File: src/rtl/regfile_writer.sv
// ==========================================================================
// regfile_writer : merges pipeline and multi-cycle results onto one RF write
//                  port, with a FIFO for multi-cycle results and a busy board
// Revision 1.0
// ==========================================================================
`default_nettype none

module regfile_writer #(
  parameter int DEPTH = 2,
  parameter int CW    = 2
) (
  input  logic          clk,
  input  logic          rst,
  input  logic          p_valid,
  input  logic [4:0]    p_wa,
  input  logic [31:0]   p_wd,
  input  logic          m_valid,
  output logic          m_ready,
  input  logic [4:0]    m_wa,
  input  logic [31:0]   m_wd,
  input  logic          issue_valid,
  input  logic [4:0]    issue_wa,
  output logic          we,
  output logic [4:0]    wa,
  output logic [31:0]   wd,
  output logic [31:0]   busy,
  output logic [CW-1:0] fifo_count,
  output logic          sb_err
);

  localparam int PW = (DEPTH > 1) ? $clog2(DEPTH) : 1;

  logic [PW-1:0] rd_ptr_q, rd_ptr_d;
  logic [PW-1:0] wr_ptr_q, wr_ptr_d;
  logic [CW-1:0] count_q, count_d;
  logic          we_q, we_d;
  logic [4:0]    wa_q, wa_d;
  logic [31:0]   wd_q, wd_d;
  logic [31:0]   busy_q, busy_d;
  logic          sb_err_q, sb_err_d;

  logic [4:0]    mem_wa [DEPTH];
  logic [31:0]   mem_wd [DEPTH];

  logic          push;
  logic          pop;
  logic [4:0]    head_wa;
  logic [31:0]   head_wd;

  function automatic logic [PW-1:0] next_ptr(input logic [PW-1:0] p);
    return (p == PW'(DEPTH - 1)) ? '0 : p + PW'(1);
  endfunction

  assign m_ready = !rst && (count_q < CW'(DEPTH));
  assign head_wa = mem_wa[rd_ptr_q];
  assign head_wd = mem_wd[rd_ptr_q];

  always_comb begin
    push     = m_valid && m_ready;
    pop      = !p_valid && (count_q != '0);
    we_d     = 1'b0;
    wa_d     = wa_q;
    wd_d     = wd_q;
    rd_ptr_d = rd_ptr_q;
    wr_ptr_d = wr_ptr_q;

    // Pipeline writeback always wins the port; the FIFO head waits.
    if (p_valid) begin
      we_d = (p_wa != 5'd0);
      wa_d = p_wa;
      wd_d = p_wd;
    end else if (pop) begin
      we_d     = (head_wa != 5'd0);
      wa_d     = head_wa;
      wd_d     = head_wd;
      rd_ptr_d = next_ptr(rd_ptr_q);
    end

    if (push) begin
      wr_ptr_d = next_ptr(wr_ptr_q);
    end
    count_d = count_q + CW'(push) - CW'(pop);

    sb_err_d = sb_err_q
             | (issue_valid && busy_q[issue_wa] && !(pop && (head_wa == issue_wa)));

    // Clear before set so a same-edge reissue keeps the register busy.
    busy_d = busy_q;
    if (pop) begin
      busy_d[head_wa] = 1'b0;
    end
    if (issue_valid && (issue_wa != 5'd0)) begin
      busy_d[issue_wa] = 1'b1;
    end
    busy_d[0] = 1'b0;
  end

  always_ff @(posedge clk or posedge rst) begin
    if (rst) begin
      rd_ptr_q <= '0;
      wr_ptr_q <= '0;
      count_q  <= '0;
      we_q     <= 1'b0;
      wa_q     <= '0;
      wd_q     <= '0;
      busy_q   <= '0;
      sb_err_q <= 1'b0;
    end else begin
      rd_ptr_q <= rd_ptr_d;
      wr_ptr_q <= wr_ptr_d;
      count_q  <= count_d;
      we_q     <= we_d;
      wa_q     <= wa_d;
      wd_q     <= wd_d;
      busy_q   <= busy_d;
      sb_err_q <= sb_err_d;
    end
  end

  // Storage needs no reset: stale entries are never read once count is 0.
  always_ff @(posedge clk) begin
    if (push) begin
      mem_wa[wr_ptr_q] <= m_wa;
      mem_wd[wr_ptr_q] <= m_wd;
    end
  end

  assign we         = we_q;
  assign wa         = wa_q;
  assign wd         = wd_q;
  assign busy       = busy_q;
  assign fifo_count = count_q;
  assign sb_err     = sb_err_q;

endmodule

`default_nettype wire
File: config.mk
export PLATFORM = sky130hd
export DESIGN_NAME = regfile_writer
export DESIGN_NICKNAME = d
export VERILOG_FILES = /design/src/rtl/regfile_writer.sv
export SDC_FILE = /design/constraint.sdc
export NUM_CORES = 1
export LEC_CHECK = 0
export ABC_AREA = 0
export CORE_ASPECT_RATIO = 1.25
export CORE_MARGIN = 2
export CORE_UTILIZATION = 50
export DETAILED_ROUTE_END_ITERATION = 10
export PLACE_DENSITY = 0.91
export REMOVE_ABC_BUFFERS = 1
export SYNTH_ARGS = -nofsm -noshare
export SYNTH_HDL_FRONTEND = slang
export SYNTH_SLANG_ARGS = --single-unit
File: constraint.sdc
create_clock -name clk -period 4.15 [get_ports clk]
set_clock_uncertainty 0.1 [all_clocks]
set_input_delay 0.415 -clock clk [delete_from_list [all_inputs] [get_ports clk]]
set_output_delay 0.415 -clock clk [all_outputs]
set_load 0.005 [all_outputs]
==> flow_metrics.env, run 1 <==
export IMPL_outcome="finished, final reports clean"
export IMPL_worstPathCellList="clkdlybuf4s50_1, nand2b_1, a2bb2oi_1, o41ai_1, a41oi_1, a32oi_1"
export IMPL_seqPwrFrac_pct=39.5
export IMPL_die_area_sq_mm=0.0133
export IMPL_postRouteAntennaNets=0
export IMPL_hp_class="in -> reg"
export IMPL_cap_violations=0
export IMPL_drv_slew=0
export IMPL_hold_slack_ns=0.385
export IMPL_drive_gt1_share_pct=7.70
export IMPL_powerDensity_mw_per_mm2=657
export IMPL_switchingPower_mw=1.79
export IMPL_power_switching_share_pct=32.2
export IMPL_finalInstanceArea_sq_mm=0.00847
export IMPL_synth_fa_ha_area_share_pct=0.405
export IMPL_path_class="in -> reg"
export IMPL_path_buf_inv=1
export IMPL_final_util_pct=70.0
export IMPL_cts_htree_levels=4
export IMPL_design_core_area_sq_mm=0.0121
export IMPL_dieWidth_microns=103
export IMPL_met2_usage_pct=41.9
export IMPL_yosysSeqAreaShare_pct=65.9
export IMPL_required_ns=4.38
export IMPL_insertedDiodeCount=0
export IMPL_drtPass1Iterations=5
export IMPL_initial_core_util_pct=51.0
export IMPL_clkTransAtPathRegs_ns=0.06
export IMPL_cp_end_kind="register"
export IMPL_insertion_delay_ns=0.41
export IMPL_post_cts_buffers=0
export IMPL_path_delay_family="buffers and inverters"
export IMPL_synth_xor_area_share_pct=1.28
export IMPL_grt_most_used_layer="met2"
export IMPL_clockBufferDepth=2
export IMPL_grt_max_degree=77
export IMPL_place_congestion=0.855
export IMPL_syn_area_sq_mm=0.00618
export IMPL_finalCriticalPeriod_ns=2.28
export IMPL_layout_common_cells="clkdlybuf4s50_1, o21ai_0, edfxtp_1"
export IMPL_startpoint_type="primary input"
export IMPL_postSynthAreaPerCell_sq_um=12.1
export IMPL_rows=45
export IMPL_synth_compound_area_share_pct=12.2
export IMPL_postSynthCellCount=511
export IMPL_ios=158
export IMPL_setup_viol=0
export IMPL_gr_total_overflow=0
export IMPL_die_h_microns=128
export IMPL_cts_made_buffers=17
export IMPL_clkSinkCount=148
export IMPL_worst_pin_slew_ns=1.11
export IMPL_drc=0
export IMPL_final_common_cell="clkdlybuf4s50_1"
export IMPL_numPortBuffers=156
export IMPL_fin_crit_sh_pct=55.0
export IMPL_drtIter0Drc=349
export IMPL_p_int_mw=3.77
export IMPL_cp_slowest_cell="clkdlybuf4s50_1"
export IMPL_synth_top_family_by_area="compound AO/OA/AOI/OAI gates"
export IMPL_nFillCells=777
export IMPL_grt_util_all_layers_pct=24.7
export IMPL_pwr_share_clk_pct=28.1
export IMPL_hpwlAfterDp_microns=10700
export IMPL_muxShareOfSynthArea_pct=8.81
export IMPL_finalHoldViolations=0
export IMPL_nets=748
export IMPL_clock_fmax_mhz=438
export IMPL_dpl_instance_area_sq_mm=0.00786
export IMPL_grt_pass1_vias=4995
export IMPL_synth_simple_area_share_pct=8.93
export IMPL_p_leak_nw=3.25
export IMPL_synth_seq_cells=148
export IMPL_cts_tree="built"
export IMPL_cts_hold_buf=0
export IMPL_use_met1_pct=29.2
export IMPL_grt_use_met3_pct=7.58
export IMPL_wirelength_microns=15800
export IMPL_cp_arrival_ns=2.52
export IMPL_pwr_share_comb_pct=32.3
export IMPL_antenna_found_initial=0
export IMPL_wire_per_inst_microns=18.8
export IMPL_cp_max_fo=15
export IMPL_synth_warnings=0
export IMPL_tns_ns=0
export IMPL_peakVddDrop_mv=0.482
export IMPL_area_growth_pct=37.0
export IMPL_synthDistinctLibCells=38
export IMPL_viasPerCell=5.76
export IMPL_grt_pass1_wl_microns=24600
export IMPL_rsz0062_at_grt="no"
export IMPL_num_vias=4833
export IMPL_max_slew_margin_pct=25.8
export IMPL_slowest_delay_ns=0.95
export IMPL_cts_root_buffer="clkbuf_16"
export IMPL_cts_resized=0
==> path summary, 6_finish.rpt <==
kind | start | to | slack (ns) | cells past startpoint
setup / recovery | issue_wa[0] | sb_err | 1.87 | 6
hold / removal | p_valid | rd_ptr_q | 0.39 | 3
setup reg to reg | fifo_count[1] | mem_wd[0][18] | 1.94 | 3
hold reg to reg | sb_err | sb_err | 0.45 | 2
max in group asynchronous | rst | rd_ptr_q | 2.49 | 3
min in group asynchronous | rst | wd[8] | 0.40 | 2
==> registers in the layout, indices dropped and copies added (netlist names) <==
name	flops
busy	31
fifo_count	2
mem_wa	10
mem_wd	64
rd_ptr_q	1
sb_err	1
wa	5
wd	32
we	1
wr_ptr_q	1
==> per-stage QoR <==
step,power [mW],setup slack (ns),instances
finish,5.56,1.87,839
global route,5.85,1.69,839
CTS,5.58,1.90,839
detailed placement,4.00,1.46,807
global placement,3.91,1.53,807
floorplan,3.01,0.167,483
==> layout make-up <==
| class | count | area [sq um] | share of cell area (%) |
|---|---|---|---|
| Tap cell | 164 | 205 | 2.42 |
| Timing Repair Buffer | 160 | 1590 | 18.7 |
| Clock inverter | 15 | 181 | 2.14 |
| Clock buffer | 17 | 425 | 5.02 |
| Multi-Input combinational cell | 330 | 1980 | 23.3 |
| Inverter | 5 | 18.8 | 0.222 |
| Sequential cell | 148 | 4080 | 48.1 |
==> layer usage <==
layer / up-vias / wire length (microns)
met5: - / 0
met2: 281 / 8240
met1: 2355 / 5660
met3: 44 / 1450
met4: 0 / 433
li1: 2153 / -
==> synthesized netlist by cell type (all sizes together) <==
library cell / instances / area (sq um)
a41oi: 1 / 8.76
inv: 5 / 18.8
a32oi: 1 / 8.76
buf: 12 / 67.6
or2: 2 / 12.5
a21oi: 33 / 165
nor2: 39 / 146
nor3b: 1 / 7.51
or4: 2 / 15.0
ha: 2 / 25.0
xnor2: 3 / 26.3
conb: 1 / 3.75
a2111oi: 1 / 8.76
o21ai: 108 / 541
or3: 1 / 6.26
xor2: 6 / 52.6
mux2i: 39 / 398
mux4: 6 / 135
o41ai: 1 / 8.76
nand3b: 6 / 45.0
and3: 1 / 6.26
clkbuf: 16 / 60.1
mux2: 1 / 11.3
dfrtp: 74 / 1850
edfxtp: 74 / 2220
a2bb2oi: 1 / 8.76
nand2b: 5 / 31.3
a31oi: 1 / 6.26
nand4: 2 / 12.5
nand2: 54 / 203
nand3: 7 / 35.0
nor2b: 5 / 31.3
==> kinds of logic after synthesis <==
logic type | Yosys count
flip-flops | 148
XOR/XNOR | 9
adder cells (fa/ha/maj) | 2
AO/OA/AOI/OAI | 147
AND/OR/NAND/NOR | 125
buffers and inverters | 33
multiplexers | 46
other | 1
==> worst register-to-register path: cells and delay by family (launching register included) <==
family / cells / cell delay, ns
flip-flops: 1 / 0.46
AND/OR/NAND/NOR: 3 / 1.26
==> power groups by stage <==
stage	clock [mW]	sequential, mW	combinational [mW]
final	1.57	2.20	1.80
after CTS	1.58	2.19	1.80
after global placement	0	2.20	1.71
after detailed placement	0	2.22	1.78
after floorplan	0	2.20	0.806
after global routing	1.65	2.23	1.97
Power figures use the tool's default switching activity.
==> run 2, diff against run 1 <==
- CORE_UTILIZATION: 50 -> 49
- PLACE_DENSITY: 0.91 -> 0.9
- clock period: 4.15 -> 2.3 ns (I/O delays scaled with it)
==> run 2 against run 1 <==
Against the previous run:
- sequential share of layout area shrank 0.65 points
- final area grew 1.4%
- setup slack got worse by 1.6 ns
- clock-buffer cell count did not move
- cell count rose by 1.1%
- clock power increased by 80%
- core utilization up 0.30 points
- sequential power up 79%
- via count increased by 0.23%
- non-clock buffer count is 9 higher
- largest cell class unchanged
==> flow_metrics.env, run 2 (synthesis gave the netlist of run 1 again) <==
export IMPL_grt_most_used_layer="met2"
export IMPL_die_area_sq_mm=0.0135
export IMPL_cp_arrival_ns=2.23
export IMPL_use_met1_pct=26.8
export IMPL_rsz0062_at_grt="no"
export IMPL_max_slew_margin_pct=61.2
export IMPL_drc=0
export IMPL_startpoint_type="register"
export IMPL_place_congestion=0.920
export IMPL_cp_common_cell="o21ai_0"
export IMPL_path_delay_family="flip-flops"
export IMPL_wirelength_microns=16100
export IMPL_hold_slack_ns=0.0968
export IMPL_path_buf_inv=0
export IMPL_reg2reg_depth=4
export IMPL_drv_slew=0
export IMPL_insertion_delay_ns=0.41
export IMPL_finalHoldViolations=0
export IMPL_met2_usage_pct=44.3
export IMPL_p_leak_nw=3.31
export IMPL_clkSinkCount=148
export IMPL_grt_pass1_wl_microns=25700
export IMPL_num_vias=4844
export IMPL_multiInputGateArea_sq_mm=0.00198
export IMPL_cts_htree_levels=4
export IMPL_drtIter0Drc=306
export IMPL_post_place_ws_ns=0.0694
export IMPL_rr_startpoint="rd_ptr_q"
export IMPL_design_core_area_sq_mm=0.0122
export IMPL_largest_reg_flops=64
export IMPL_setup_viol=0
export IMPL_initial_core_util_pct=50.6
export IMPL_finalCriticalPeriod_ns=2.05
export IMPL_ios=158
export IMPL_grt_use_met3_pct=6.59
export IMPL_numPortBuffers=156
export IMPL_rows=45
export IMPL_required_ns=2.47
export IMPL_area_growth_pct=38.9
export IMPL_outcome="finished, final reports clean"
export IMPL_gr_total_overflow=0
export IMPL_cts_resized=0
export IMPL_finalInstanceArea_sq_mm=0.00858
export IMPL_peakVddDrop_mv=0.605
export IMPL_grt_max_degree=75
export IMPL_finalWorstSetupSlack_ns=0.245
export IMPL_top_register="mem_wd"
export IMPL_crit_start="rd_ptr_q"
export IMPL_cts_hold_buf=0
export IMPL_insertedDiodeCount=0
export IMPL_slowest_delay_ns=0.52
export IMPL_nets=757
export IMPL_final_util_pct=70.3
export IMPL_post_cts_buffers=0
export IMPL_worst_pin_slew_ns=0.570
export IMPL_clkTransAtPathRegs_ns=0.06
export IMPL_worstSetupPathDepth=4
export IMPL_worstPathCellList="mux2i_1, nand3b_1, o21ai_0, o21ai_0"
export IMPL_cts_made_buffers=17
export IMPL_hold_depth=3
export IMPL_dpl_instance_area_sq_mm=0.00798
export IMPL_viasPerCell=5.71
export IMPL_cp_slowest_cell="dfrtp_2"
export IMPL_clock_fmax_mhz=487
export IMPL_fin_crit_sh_pct=89.3
export IMPL_grt_util_all_layers_pct=24.6
export IMPL_register_area_sq_mm=0.00408
export IMPL_cp_max_fo=9
export IMPL_powerDensity_mw_per_mm2=1180
export IMPL_postRouteAntennaNets=0
export IMPL_tns_ns=0
export IMPL_clockBufferDepth=2
export IMPL_cts_tree="built"
export IMPL_grt_pass1_vias=5154
export IMPL_hp_start="p_valid"
export IMPL_drive_gt1_share_pct=8.63
export IMPL_dieWidth_microns=104
export IMPL_cts_root_buffer="clkbuf_16"
export IMPL_drtPass1Iterations=6
export IMPL_path_class="reg -> reg"
export IMPL_nFillCells=818
export IMPL_antenna_found_initial=0
export IMPL_cap_violations=0
export IMPL_wire_per_inst_microns=19.0
export IMPL_hpwlAfterDp_microns=11100
export IMPL_hp_class="in -> reg"
export IMPL_cp_end_kind="register"
export IMPL_die_h_microns=130
export IMPL_final_common_cell="clkdlybuf4s50_1"
export IMPL_layout_common_cells="clkdlybuf4s50_1, o21ai_0, edfxtp_1"
==> run 2: report_power, final <==
| part | internal, mW | switching [mW] |
|---|---|---|
| logic | 1.78 | 1.55 |
| registers | 3.44 | 0.493 |
| clock network | 1.71 | 1.11 |
==> run 2: path summary, 6_finish.rpt <==
kind | slack (ns) | to
min | 0.1 | we
max | 0.25 | busy[1]
max reg2reg | 0.25 | busy[1]
max in group asynchronous | 1.58 | wd[28]
min reg2reg | 0.44 | busy[27]
min in group asynchronous | 0.18 | wd[26]
==> run 2: area by class of cell <==
type | instances | area share (%)
multi-input combinational | 330 | 23.0
clock inverter | 15 | 2.08
timing repair buffer | 169 | 19.9
tap | 164 | 2.39
sequential | 148 | 47.5
inverter | 5 | 0.219
clock buffer | 17 | 4.96
==> run 2: worst min-delay path, stage by stage <==
cell and delay, ns:
buf_2 0.19, o21ai_0 0.10, nand2_1 0.05
==> run 2: stage by stage <==
stage | cells | power, mW
6_report | 848 | 10.1
4_1_cts | 848 | 10.1
3_5_place_dp | 816 | 7.28
5_1_grt | 848 | 10.6
3_3_place_gp | 816 | 7.08
2_1_floorplan | 483 | 5.42
==> run 2: per-layer routing <==
layer  vias up  routed length (microns)
met2       293                     8560
met1      2327                     5790
met3        48                     1350
li1       2176                        -
met4         0                      443
met5         -                        0
